--- src/rtl/normalize_grs_sp_if.sv ---
// normalize_grs_sp_if: input and output handshake bundles of the SP normalizer
interface normalize_grs_sp_if #(parameter int MANT_W = 48, parameter int EXP_W = 11);
  logic in_valid, in_ready, in_sign, in_sticky;
  logic [EXP_W-1:0] in_exp;
  logic [MANT_W-1:0] in_mant;
  logic [2:0] in_rm;
  logic out_valid, out_ready, sign, exp_ovf;
  logic [32:0] exp_frac;
  logic [2:0] guard_bits, rounding_mode;
  modport master (
    output in_valid, in_sign, in_exp, in_mant, in_sticky, in_rm, out_ready,
    input in_ready, out_valid, exp_frac, guard_bits, sign, rounding_mode, exp_ovf
  );
  modport slave (
    input in_valid, in_sign, in_exp, in_mant, in_sticky, in_rm, out_ready,
    output in_ready, out_valid, exp_frac, guard_bits, sign, rounding_mode, exp_ovf
  );
endinterface

--- src/rtl/normalize_grs_sp.sv ---
// normalize_grs_sp: iterative SP normalizer producing the exp/frac word and GRS bits for the rounder
module normalize_grs_sp #(
  parameter int MANT_W = 48,
  parameter int EXP_W = 11
) (
  input logic clk,
  input logic rst,
  normalize_grs_sp_if.slave io
);
  localparam int EW = EXP_W + 1;
  typedef enum logic [2:0] {IDLE, CHECK, RSHIFT, LSHIFT, DONE} state_t;
  state_t state, state_n;
  logic signed [EW-1:0] e, e_n;
  logic [MANT_W-1:0] m, m_n;
  logic s, s_n, sign_q, ovf_q;
  logic [2:0] rm_q, gb_q;
  logic [32:0] ef_q;
  assign io.in_ready = state == IDLE;
  assign io.out_valid = state == DONE;
  assign io.exp_frac = ef_q;
  assign io.guard_bits = gb_q;
  assign io.sign = sign_q;
  assign io.rounding_mode = rm_q;
  assign io.exp_ovf = ovf_q;
  // next state and one shift step of the working exponent/mantissa/sticky
  always_comb begin
    state_n = state;
    e_n = e;
    m_n = m;
    s_n = s;
    case (state)
      IDLE: if (io.in_valid) begin
        state_n = CHECK;
        e_n = {io.in_exp[EXP_W-1], io.in_exp};
        m_n = io.in_mant;
        s_n = io.in_sticky;
      end
      CHECK: begin
        if (m == '0) state_n = DONE;
        else if (int'(e) <= -MANT_W) begin
          s_n = s | (|m);
          m_n = '0;
          state_n = DONE;
        end else if (m[MANT_W-1]) begin
          m_n = m >> 1;
          e_n = e + EW'(1);
          s_n = s | m[0];
        end else if (int'(e) < 1) state_n = RSHIFT;
        else if (!m[MANT_W-2] && int'(e) > 1) state_n = LSHIFT;
        else state_n = DONE;
      end
      RSHIFT: begin
        m_n = m >> 1;
        s_n = s | m[0];
        e_n = e + EW'(1);
        state_n = e_n == EW'(1) ? DONE : RSHIFT;
      end
      LSHIFT: begin
        m_n = m << 1;
        e_n = e - EW'(1);
        state_n = (m_n[MANT_W-2] || e_n == EW'(1)) ? DONE : LSHIFT;
      end
      DONE: state_n = io.out_ready ? IDLE : DONE;
      default: state_n = IDLE;
    endcase
  end
  // state/working registers; result bundle is loaded once on entry to DONE and held
  always_ff @(posedge clk or posedge rst) begin
    if (rst) begin
      state <= IDLE;
      e <= '0;
      m <= '0;
      s <= 1'b0;
      sign_q <= 1'b0;
      rm_q <= '0;
      ef_q <= '0;
      gb_q <= '0;
      ovf_q <= 1'b0;
    end else begin
      state <= state_n;
      e <= e_n;
      m <= m_n;
      s <= s_n;
      if (state == IDLE && io.in_valid) begin
        sign_q <= io.in_sign;
        rm_q <= io.in_rm;
      end
      if (state_n == DONE && state != DONE) begin
        ef_q <= {m_n[MANT_W-2] ? e_n[9:0] : 10'd0, m_n[MANT_W-3 -: 23]};
        gb_q <= {m_n[MANT_W-26], m_n[MANT_W-27], (|m_n[MANT_W-28:0]) | s_n};
        ovf_q <= m_n[MANT_W-2] && int'(e_n) >= 255;
      end
    end
  end
endmodule
--- src/flat_wrapper.sv ---
// flat-port wrapper written by rule: the top's interface ports become plain ports
module normalize_grs_sp_flat 
#(
  parameter int MANT_W = 48,
  parameter int EXP_W = 11
)
  (clk, rst, io_in_valid, io_in_sign, io_in_exp, io_in_mant, io_in_sticky, io_in_rm, io_out_ready, io_in_ready, io_out_valid, io_exp_frac, io_guard_bits, io_sign, io_rounding_mode, io_exp_ovf);
  normalize_grs_sp_if #(.MANT_W(MANT_W), .EXP_W(EXP_W)) io_i ();
  input logic clk;
  input logic rst;
  input wire logic [$bits(io_i.in_valid)-1:0] io_in_valid;
  input wire logic [$bits(io_i.in_sign)-1:0] io_in_sign;
  input wire logic [$bits(io_i.in_exp)-1:0] io_in_exp;
  input wire logic [$bits(io_i.in_mant)-1:0] io_in_mant;
  input wire logic [$bits(io_i.in_sticky)-1:0] io_in_sticky;
  input wire logic [$bits(io_i.in_rm)-1:0] io_in_rm;
  input wire logic [$bits(io_i.out_ready)-1:0] io_out_ready;
  output wire logic [$bits(io_i.in_ready)-1:0] io_in_ready;
  output wire logic [$bits(io_i.out_valid)-1:0] io_out_valid;
  output wire logic [$bits(io_i.exp_frac)-1:0] io_exp_frac;
  output wire logic [$bits(io_i.guard_bits)-1:0] io_guard_bits;
  output wire logic [$bits(io_i.sign)-1:0] io_sign;
  output wire logic [$bits(io_i.rounding_mode)-1:0] io_rounding_mode;
  output wire logic [$bits(io_i.exp_ovf)-1:0] io_exp_ovf;
  assign io_i.in_valid = io_in_valid;
  assign io_i.in_sign = io_in_sign;
  assign io_i.in_exp = io_in_exp;
  assign io_i.in_mant = io_in_mant;
  assign io_i.in_sticky = io_in_sticky;
  assign io_i.in_rm = io_in_rm;
  assign io_i.out_ready = io_out_ready;
  assign io_in_ready = io_i.in_ready;
  assign io_out_valid = io_i.out_valid;
  assign io_exp_frac = io_i.exp_frac;
  assign io_guard_bits = io_i.guard_bits;
  assign io_sign = io_i.sign;
  assign io_rounding_mode = io_i.rounding_mode;
  assign io_exp_ovf = io_i.exp_ovf;
  normalize_grs_sp #(.MANT_W(MANT_W), .EXP_W(EXP_W)) u_core (.clk(clk), .rst(rst), .io(io_i));
endmodule
--- config.mk ---
export PLATFORM = sky130hd
export DESIGN_NAME = normalize_grs_sp_flat
export DESIGN_NICKNAME = d
export VERILOG_FILES = /design/src/rtl/normalize_grs_sp_if.sv /design/src/rtl/normalize_grs_sp.sv /design/src/flat_wrapper.sv
export SDC_FILE = /design/constraint.sdc
export NUM_CORES = 1
export LEC_CHECK = 0
export CAP_MARGIN = 20
export CORE_UTILIZATION = 45
export DETAILED_ROUTE_END_ITERATION = 16
export PLACE_DENSITY_LB_ADDON = 0.2
export SYNTH_ARGS = -nofsm -noshare
export SYNTH_HDL_FRONTEND = slang
export SYNTH_SLANG_ARGS = --single-unit
--- constraint.sdc ---
create_clock -name clk -period 9.9 [get_ports clk]
set_clock_uncertainty 0.1 [all_clocks]
set_input_delay 1.485 -clock clk [delete_from_list [all_inputs] [get_ports clk]]
set_output_delay 1.485 -clock clk [all_outputs]
set_load 0.1 [all_outputs]
* Yosys cells after proc, flatten, opt, wreduce, memory -nomap -nowiden *
Cells that the tools add are included.

storage, ports and cells
  bits in writable memories = 0
  logic and storage cells = 67
  bits in registers = 105
  memory bits (read-only) = 0
  input port bits = 68
  output and inout bits = 43
  latch bits = 0
  memories kept = 0

cells by class
  muxes and demuxes = 26
  equal/unequal tests = 10
  shift-type cells = 0
  bitwise operators = 3
  divide/modulo/power cells = 0
  $mul = 0
  $add $sub $neg = 2
  reduce and logical (&&, ||, !) cells = 12
  magnitude comparators = 4

operator list
  cell                                                   count
  case mux 48 bit (4 select lines)                       1
  2-to-1 mux 48 bit                                      3
  zero test 48 bit                                       1
  2-to-1 mux 12 bit                                      4
  case mux 12 bit (4 select lines)                       1
  OR reduction 48 bit                                    1
  2-to-1 mux 47 bit                                      1
  2-to-1 mux 3 bit                                       9
  equality test 12 x 2 -> 1 bit (second input constant)  2
  OR reduction 21 bit                                    1
  case mux 3 bit (5 select lines)                        1
  adder 12 x 2 -> 12 bit (second input constant)         1
  >= comparator 12 x 9 -> 1 bit (second input constant)  1
  > comparator 12 x 2 -> 1 bit (second input constant)   1
  <= comparator 12 x 7 -> 1 bit (second input constant)  1
  < comparator 12 x 2 -> 1 bit (second input constant)   1
  subtractor 12 x 2 -> 12 bit (second input constant)    1
  2-to-1 mux 10 bit                                      1
  equality test 3 x 2 -> 1 bit (second input constant)   2
  equality test 3 bit (second input constant)            2
  logical AND 1 bit                                      4
  2-to-1 mux 1 bit                                       4
  != test 2 bit (second input constant)                  2
  nonzero test 4 bit                                     1
  other kinds (8)                                        10

* Depth between registers and ports, before layout *
Gate-level depths: netlist of the first run.

  word-level depth = 10
  gate-level depth with buffers = 14
  mapped depth without buffers = 10

* Least setup slack after synthesis of the first run *
Ideal clock, no wire load.

  path kind = flip-flop to output port
  start = reg u_core.state[0]
  end = out io_in_ready
  arrival = 3.326 ns
  stages on the path, launching flop included = 5
  setup slack = 4.989 ns
  required time = 8.315 ns
  path through = dfrtp_1 clkbuf_1 clkbuf_1 buf_1 nor3_1

on the way
  word-level cells in the longest chain between the ends = 1

ends and longest elaborated chain
  item                    RTL line                RTL
  start, declared         normalize_grs_sp.sv:12  state_t state, state_n;
  start signal, assigned  normalize_grs_sp.sv:80  state <= state_n;
  zero test 3 bit         normalize_grs_sp.sv:18  assign io.in_ready = state == IDLE;
  end, declared           flat_wrapper.sv:18      output wire logic [$bits(io_i.in_ready)-1:0] io_in_ready;

No other way between the ends.

* Worst setup path after layout of the first run *
  start = reg u_core.state[1]
  end = out io_out_valid

on the way
  word-level cells in the longest chain between the ends = 1

ends and longest elaborated chain
  item                 RTL line                RTL
  equality test 3 bit  normalize_grs_sp.sv:19  assign io.out_valid = state == DONE;
  end, declared        flat_wrapper.sv:19      output wire logic [$bits(io_i.out_valid)-1:0] io_out_valid;

No other way between the ends.

==> results of run 1 <==
-- cell families (layout without fill, tap and decap cells) --
| family | Yosys count | count (layout) |
|---|---|---|
| compound gates | 179 | 179 |
| xor+xnor | 7 | 7 |
| fa+ha+maj | 5 | 5 |
| buf+inv | 88 | 168 |
| flops | 105 | 105 |
| mux | 59 | 59 |
| simple gates | 255 | 255 |
-- registers in the layout (all words and copies together), names as in the netlist --
register,flops
u_core.io.exp_frac,33
u_core.io.exp_ovf,1
u_core.state,3
u_core.io.guard_bits,3
u_core.s,1
u_core.io.sign,1
u_core.io.rounding_mode,3
u_core.e,12
u_core.m,48
-- report_power, final --
group	total, mW	leakage [nW]	switching (mW)	internal [mW]
Combinational	1.90	1.93	1.28	0.625
Clock	0.401	0.166	0.169	0.232
Sequential	0.861	1.35	0.255	0.605
-- layer usage --
layer / vias to the layer above / GRT usage, % / part of all wire (%)
met5: - / 0 / 0
met4: 0 / 13.6 / 3.6
met3: 59 / 3.83 / 7.0
met2: 342 / 47.8 / 48
met1: 3074 / 40.3 / 42
li1: 2799 / - / -
-- worst max-delay path, cell delays in order (launching register included) --
cell and delay [ns]:
dfrtp_1 0.66, or2_2 0.54, nor2_1 0.29, clkdlybuf4s50_1 1.20
-- cell usage after synthesis (15+ instances only) --
cell      count  area, µm²
nor2_1       38        143
nor4_1       21        131
nor3_1       15       75.1
mux2_4       23        345
inv_1        30        113
o21ai_0      21        105
mux2_2       18        203
a21oi_1      26        130
clkbuf_1     36        135
a222oi_1     37        370
dfrtp_1     105       2630
nand2_1     106        398
-- worst paths after layout --
check / slack [ns] / endpoint / start / cells after the start
max: 5.26 / io_out_valid / u_core.state[1] / 3
min: 0.39 / u_core.io.exp_frac[5] / u_core.io.exp_frac[5] / 1
max reg2reg: 5.54 / u_core.io.guard_bits[2] / u_core.e[0] / 10
min reg2reg: 0.39 / u_core.io.exp_frac[5] / u_core.io.exp_frac[5] / 1
max in group asynchronous: 7.07 / u_core.e[9] / rst / 3
min in group asynchronous: 1.45 / u_core.m[18] / rst / 2
-- cell type report --
type                            instances  area, µm²
Fill cell                            1246       6060
Clock buffer                           10        239
Inverter                               30        115
Multi-Input combinational cell        505       3530
Timing Repair Buffer                  122       1190
Sequential cell                       105       2630
Clock inverter                          6        103
Tap cell                              180        225
-- stage by stage --
step           worst slack [ns]  hold slack, ns
2_1_floorplan              4.99           0.383
3_3_place_gp               5.52           0.372
3_5_place_dp               5.48           0.374
4_1_cts                    5.31           0.390
5_1_grt                    5.23           0.414
6_report                   5.26           0.390
-- placed cells by master, fill, tap and decap left out, types with 15 or more instances in the layout --
cell             instances
a21oi_1                 26
dfrtp_1                105
o21ai_0                 21
nand2_1                106
nor4_1                  21
clkdlybuf4s50_1        110
inv_1                   29
mux2_4                  23
mux2_2                  18
nor3_1                  15
nor2_1                  38
a222oi_1                37
==> flow_summary_export.csv, run 1 <==
group,metric,value,unit
run_status,outcome,"complete, no violations",
yosys,synthSimpleGateAreaFrac,19.3,%
power,vdd_ir_drop_max,0.000201,V
floorplan,die_h,123,µm
sta,tightest_slew,0.999,ns
power,power,3.16,mW
finish,final_core_util,57.0,%
critical_path,crit_fanout,20,
grt,grt_overflow,0,
yosys,synth_area,0.00659,mm²
placed_design,placed_area,0.00769,mm²
sta,setup_viol_count_final,0,
yosys,synth_compound_area_share,21.2,%
routing,drtIter0Drc,958,
placed_design,dp_hpwl,15400,µm
grt,grt_pass1_wl,34000,µm
sta,maxSlewViolCount,0,
sta,fin_crit,4.64,ns
yosys,synth_xor_area_share,0.931,%
floorplan,core,0.0141,mm²
yosys,synth_top_family_by_area,"compound AO/OA/AOI/OAI gates",
routing,wl_per_cell,22.9,µm
clocking,htree_num_levels,3,
clocking,ctsLongestPathBuffers,2,
clocking,cts_root_buf,"clkbuf_16",
routing,routed_wl,21900,µm
finish,finish.instance_area,0.00803,mm²
critical_path,critPathRequiredTime,8.32,ns
routing,drc_errors,0,
floorplan,start_util,46.7,%
clocking,numCtsBuffers,9,
finish,synthToLayoutAreaGrowth,22.0,%
yosys,ys_warn_count,0,
placed_design,dp.cells,942,
finish,nNetsFinal,846,
critical_path,crit_arrival,3.06,ns
routing,detail-route-antenna-nets,0,
worst_hold_path,hold_class,"reg -> reg",
sta,finalSetupTns,0,ns
yosys,synthesis.nets,771,
routing,dr.pass1.iters,8,
critical_path,end_kind,"output port",
yosys,synth_cell_types,80,
finish,instances_no_fill,958,
yosys,synth_adder_area_share,0.950,%
routing,vias,6274,
sta,relSlewSlack,33.2,%
grt,grt_max_degree,63,
power,power-per-cell-area,394,mW/mm²
yosys,ys_seq_area_share,39.9,%
sta,rsz0062_at_grt,"false",
clocking,cts_hold_buf,0,
critical_path,crit_path_start_kind,"flip-flop",
floorplan,dieWidth,123,µm
yosys,synth-main-ff-cell,"dfrtp_1",
floorplan,fp.dieArea,0.0151,mm²
yosys,synth_edf_count,0,
clocking,cts_tree,"built",
clocking,cts_setup_buffers,0,
critical_path,crit_type,"reg -> out",
yosys,syn_inst,698,
finish,n_antenna_cell,0,
yosys,synth.ff_latch_count,105,
floorplan,boundaryPins,111,
placed_design,gp_congestion,0.987,
grt,globalRouteTotalUtil,29.8,%
sta,timing.final.crit_share,46.9,%
floorplan,rows,43,
clocking,cts.sinks,105,
yosys,synthMuxAreaShare,11.2,%
yosys,synthArstFlopShare,100,%
clocking,clock_latency,0.35,ns
sta,timing.fmax,215,MHz
power,total_leakage_power,3.45,nW
grt,grt_pass1_vias,6054,
sta,hold_violations,0,
clocking,clk_pin_slew,0.07,ns
finish,drive_gt1_share,12.0,%
yosys,synth_area_per_cell,9.43,µm²
clocking,cts.repair.resized,0,
routing,via_per_inst,6.55,
run,drv_cap,0,
placed_design,numPortBuffers,110,
grt,antenna_found_initial,0,
No activity file was read; power rests on OpenSTA's default activity.
==> inputs of run 2 (changes only) <==
Clock period 9.9 ns to 4.48 ns, I/O delays scaled along.
==> run 2 against run 1 <==
Final cell count is 2.2% higher. Clock power is 110% higher. Global-route usage is 1.4 points higher. Sequential power is 110% higher. First-iteration DRC count is 4.7% lower. Setup slack worse by 4.7 ns. Via count is 1.8% higher. Non-clock buffer count is 21 higher. Final area is 1.6% higher. Critical path type is now reg -> reg. Highest routed layer unchanged.
==> flow_summary_export.csv, run 2 (synthesized netlist as in run 1, its figures left out) <==
group,metric,value,unit
clocking,cts.sinks,105,
placed_design,dp_hpwl,16500,µm
sta,maxSlewViolCount,0,
critical_path,crit_chain,"inv_1 > ha_1 > or3b_2 > nor2_1 > a22oi_1 > nor3_1 > a21oi_1 > nor3_1 > and2_4 > mux2_2",
grt,busiest_layer,"met2",
run,drv_cap,0,
floorplan,die_h,123,µm
grt,grt_max_degree,76,
critical_path,slowest_stage,"and2_4",
sta,finalSetupTns,0,ns
critical_path,cp_common_cell,"nor3_1",
routing,drc_errors,0,
placed_design,dp.cells,963,
floorplan,fp.dieArea,0.0151,mm²
placed_design,numPortBuffers,110,
grt,antenna_found_initial,0,
routing,drtIter0Drc,913,
routing,dr.pass1.iters,9,
routing,via_per_inst,6.52,
routing,routed_wl,22900,µm
power,sequentialPowerShare,25.2,%
grt,globalRouteTotalUtil,31.3,%
critical_path,worst-path-buf-inv,1,
routing,vias,6386,
critical_path,crit_arrival,4.06,ns
grt,grt_overflow,0,
routing,detail-route-antenna-nets,0,
critical_path,crit_fanout,37,
grt,met3_usage,5.35,%
sta,setup_viol_count_final,0,
sta,timing.final.crit_share,87.4,%
finish,final_cell_mix,"clkdlybuf4s50_1, nand2_1, dfrtp_1",
clocking,cts.repair.resized,0,
placed_design,gp_congestion,0.972,
critical_path,cp_slowest_stage_delay,0.64,ns
grt,grt_pass1_wl,34900,µm
clocking,clock_latency,0.36,ns
finish,synthToLayoutAreaGrowth,24.0,%
power,power-per-cell-area,871,mW/mm²
power,vdd_ir_drop_max,0.000432,V
grt,grt_pass1_vias,6044,
critical_path,critPathRequiredTime,4.62,ns
finish,nNetsFinal,867,
finish,fill_cells,1238,
sta,tightest_slew,1.01,ns
finish,drive_gt1_share,14.5,%
sta,timing.fmax,255,MHz
finish,final_core_util,57.9,%
power,netSwitchingFraction,54.0,%
grt,met1_usage,42.5,%
floorplan,core,0.0141,mm²
sta,fin_ws,0.565,ns
clocking,cts_root_buf,"clkbuf_16",
power,total_leakage_power,3.54,nW
floorplan,boundaryPins,111,
critical_path,crit_path_start_kind,"flip-flop",
clocking,ctsLongestPathBuffers,2,
clocking,htree_num_levels,3,
sta,hold_violations,0,
critical_path,crit_type,"reg -> reg",
critical_path,r2r_slack,0.57,ns
routing,wl_per_cell,23.3,µm
power,p_sw,3.84,mW
clocking,cts_tree,"built",
sta,relSlewSlack,31.9,%
floorplan,start_util,46.7,%
placed_design,placed_area,0.00785,mm²
finish,instances_no_fill,979,
clocking,cts_setup_buffers,0,
run_status,outcome,"complete, no violations",
finish,n_antenna_cell,0,
placed_design,pre_cts_slack,0.460,ns
power,combPwrFrac,63.0,%
floorplan,rows,43,
clocking,cts_hold_buf,0,
sta,rsz0062_at_grt,"false",
critical_path,end_kind,"flip-flop",
critical_path,path_delay_family,"simple AND/OR/NAND/NOR gates",
grt,met2_usage,49.7,%
finish,finish.instance_area,0.00816,mm²
worst_hold_path,hold_class,"reg -> reg",
finish,final_common_cell,"clkdlybuf4s50_1",
finish,largest_register_ffs,48,
sta,fin_crit,3.91,ns
floorplan,dieWidth,123,µm
clocking,numCtsBuffers,9,
finish,top_register,"u_core.m",
clocking,clk_pin_slew,0.07,ns
power,p_int,3.27,mW
power,clkPwrFrac,11.9,%
[run 2: cell types whose count changed in the layout (fill, tap and decap cells not counted)]
cell	change
clkbuf_8	-1
nor4_1	-1
clkinv_4	-2
clkdlybuf4s50_1	-2
nor4_2	+1
inv_8	+1
inv_6	+2
bufinv_16	-1
buf_4	+23
clkbuf_1	+1
[run 2: per-layer routing]
layer,wire length (µm),vias up
met2,10900,324
li1,-,2848
met1,9630,3173
met5,0,-
met3,1610,41
met4,719,0
[run 2: power groups by stage]
stage	logic [mW]	clock network (mW)	registers, mW
floorplan	2.32	0	2.65
global placement	4.38	0	1.77
detailed placement	4.42	0	1.79
CTS	4.44	0.855	1.78
global route	4.72	0.895	1.84
finish	4.47	0.843	1.79
[run 2: worst reg2reg max path, cell delays in order, from the launching register on]
cell and delay (ns):
dfrtp_1 0.38, inv_1 0.10, ha_1 0.36, or3b_2 0.58, nor2_1 0.12, a22oi_1 0.09, nor3_1 0.48, a21oi_1 0.18
nor3_1 0.36, and2_4 0.64, mux2_2 0.42
[run 2: through the flow]
| stage | total power [mW] | hold slack, ns |
|---|---|---|
| 2_1_floorplan | 4.97 | 0.383 |
| 3_3_place_gp | 6.15 | 0.376 |
| 3_5_place_dp | 6.21 | 0.375 |
| 4_1_cts | 7.07 | 0.391 |
| 5_1_grt | 7.46 | 0.405 |
| 6_report | 7.11 | 0.389 |
[run 2: layout make-up]
type	count	area, µm²	area share, %
repair buffers	143	1340	16.5
well taps	180	225	2.76
flip-flops and latches	105	2630	32.2
clock inverters	6	83.8	1.03
clock buffers	10	229	2.81
inverters	30	115	1.41
multi-input cells	505	3540	43.3
[run 2: worst paths after layout]
kind	endpoint	cells past startpoint	startpoint
hold reg to reg	u_core.io.exp_frac[6]	1	u_core.io.exp_frac[6]
hold / removal	u_core.io.exp_frac[6]	1	u_core.io.exp_frac[6]
max in group asynchronous	u_core.io.exp_frac[29]	3	rst
setup / recovery	u_core.io.exp_frac[27]	10	u_core.e[0]
setup reg to reg	u_core.io.exp_frac[27]	10	u_core.e[0]
min in group asynchronous	u_core.m[19]	2	rst
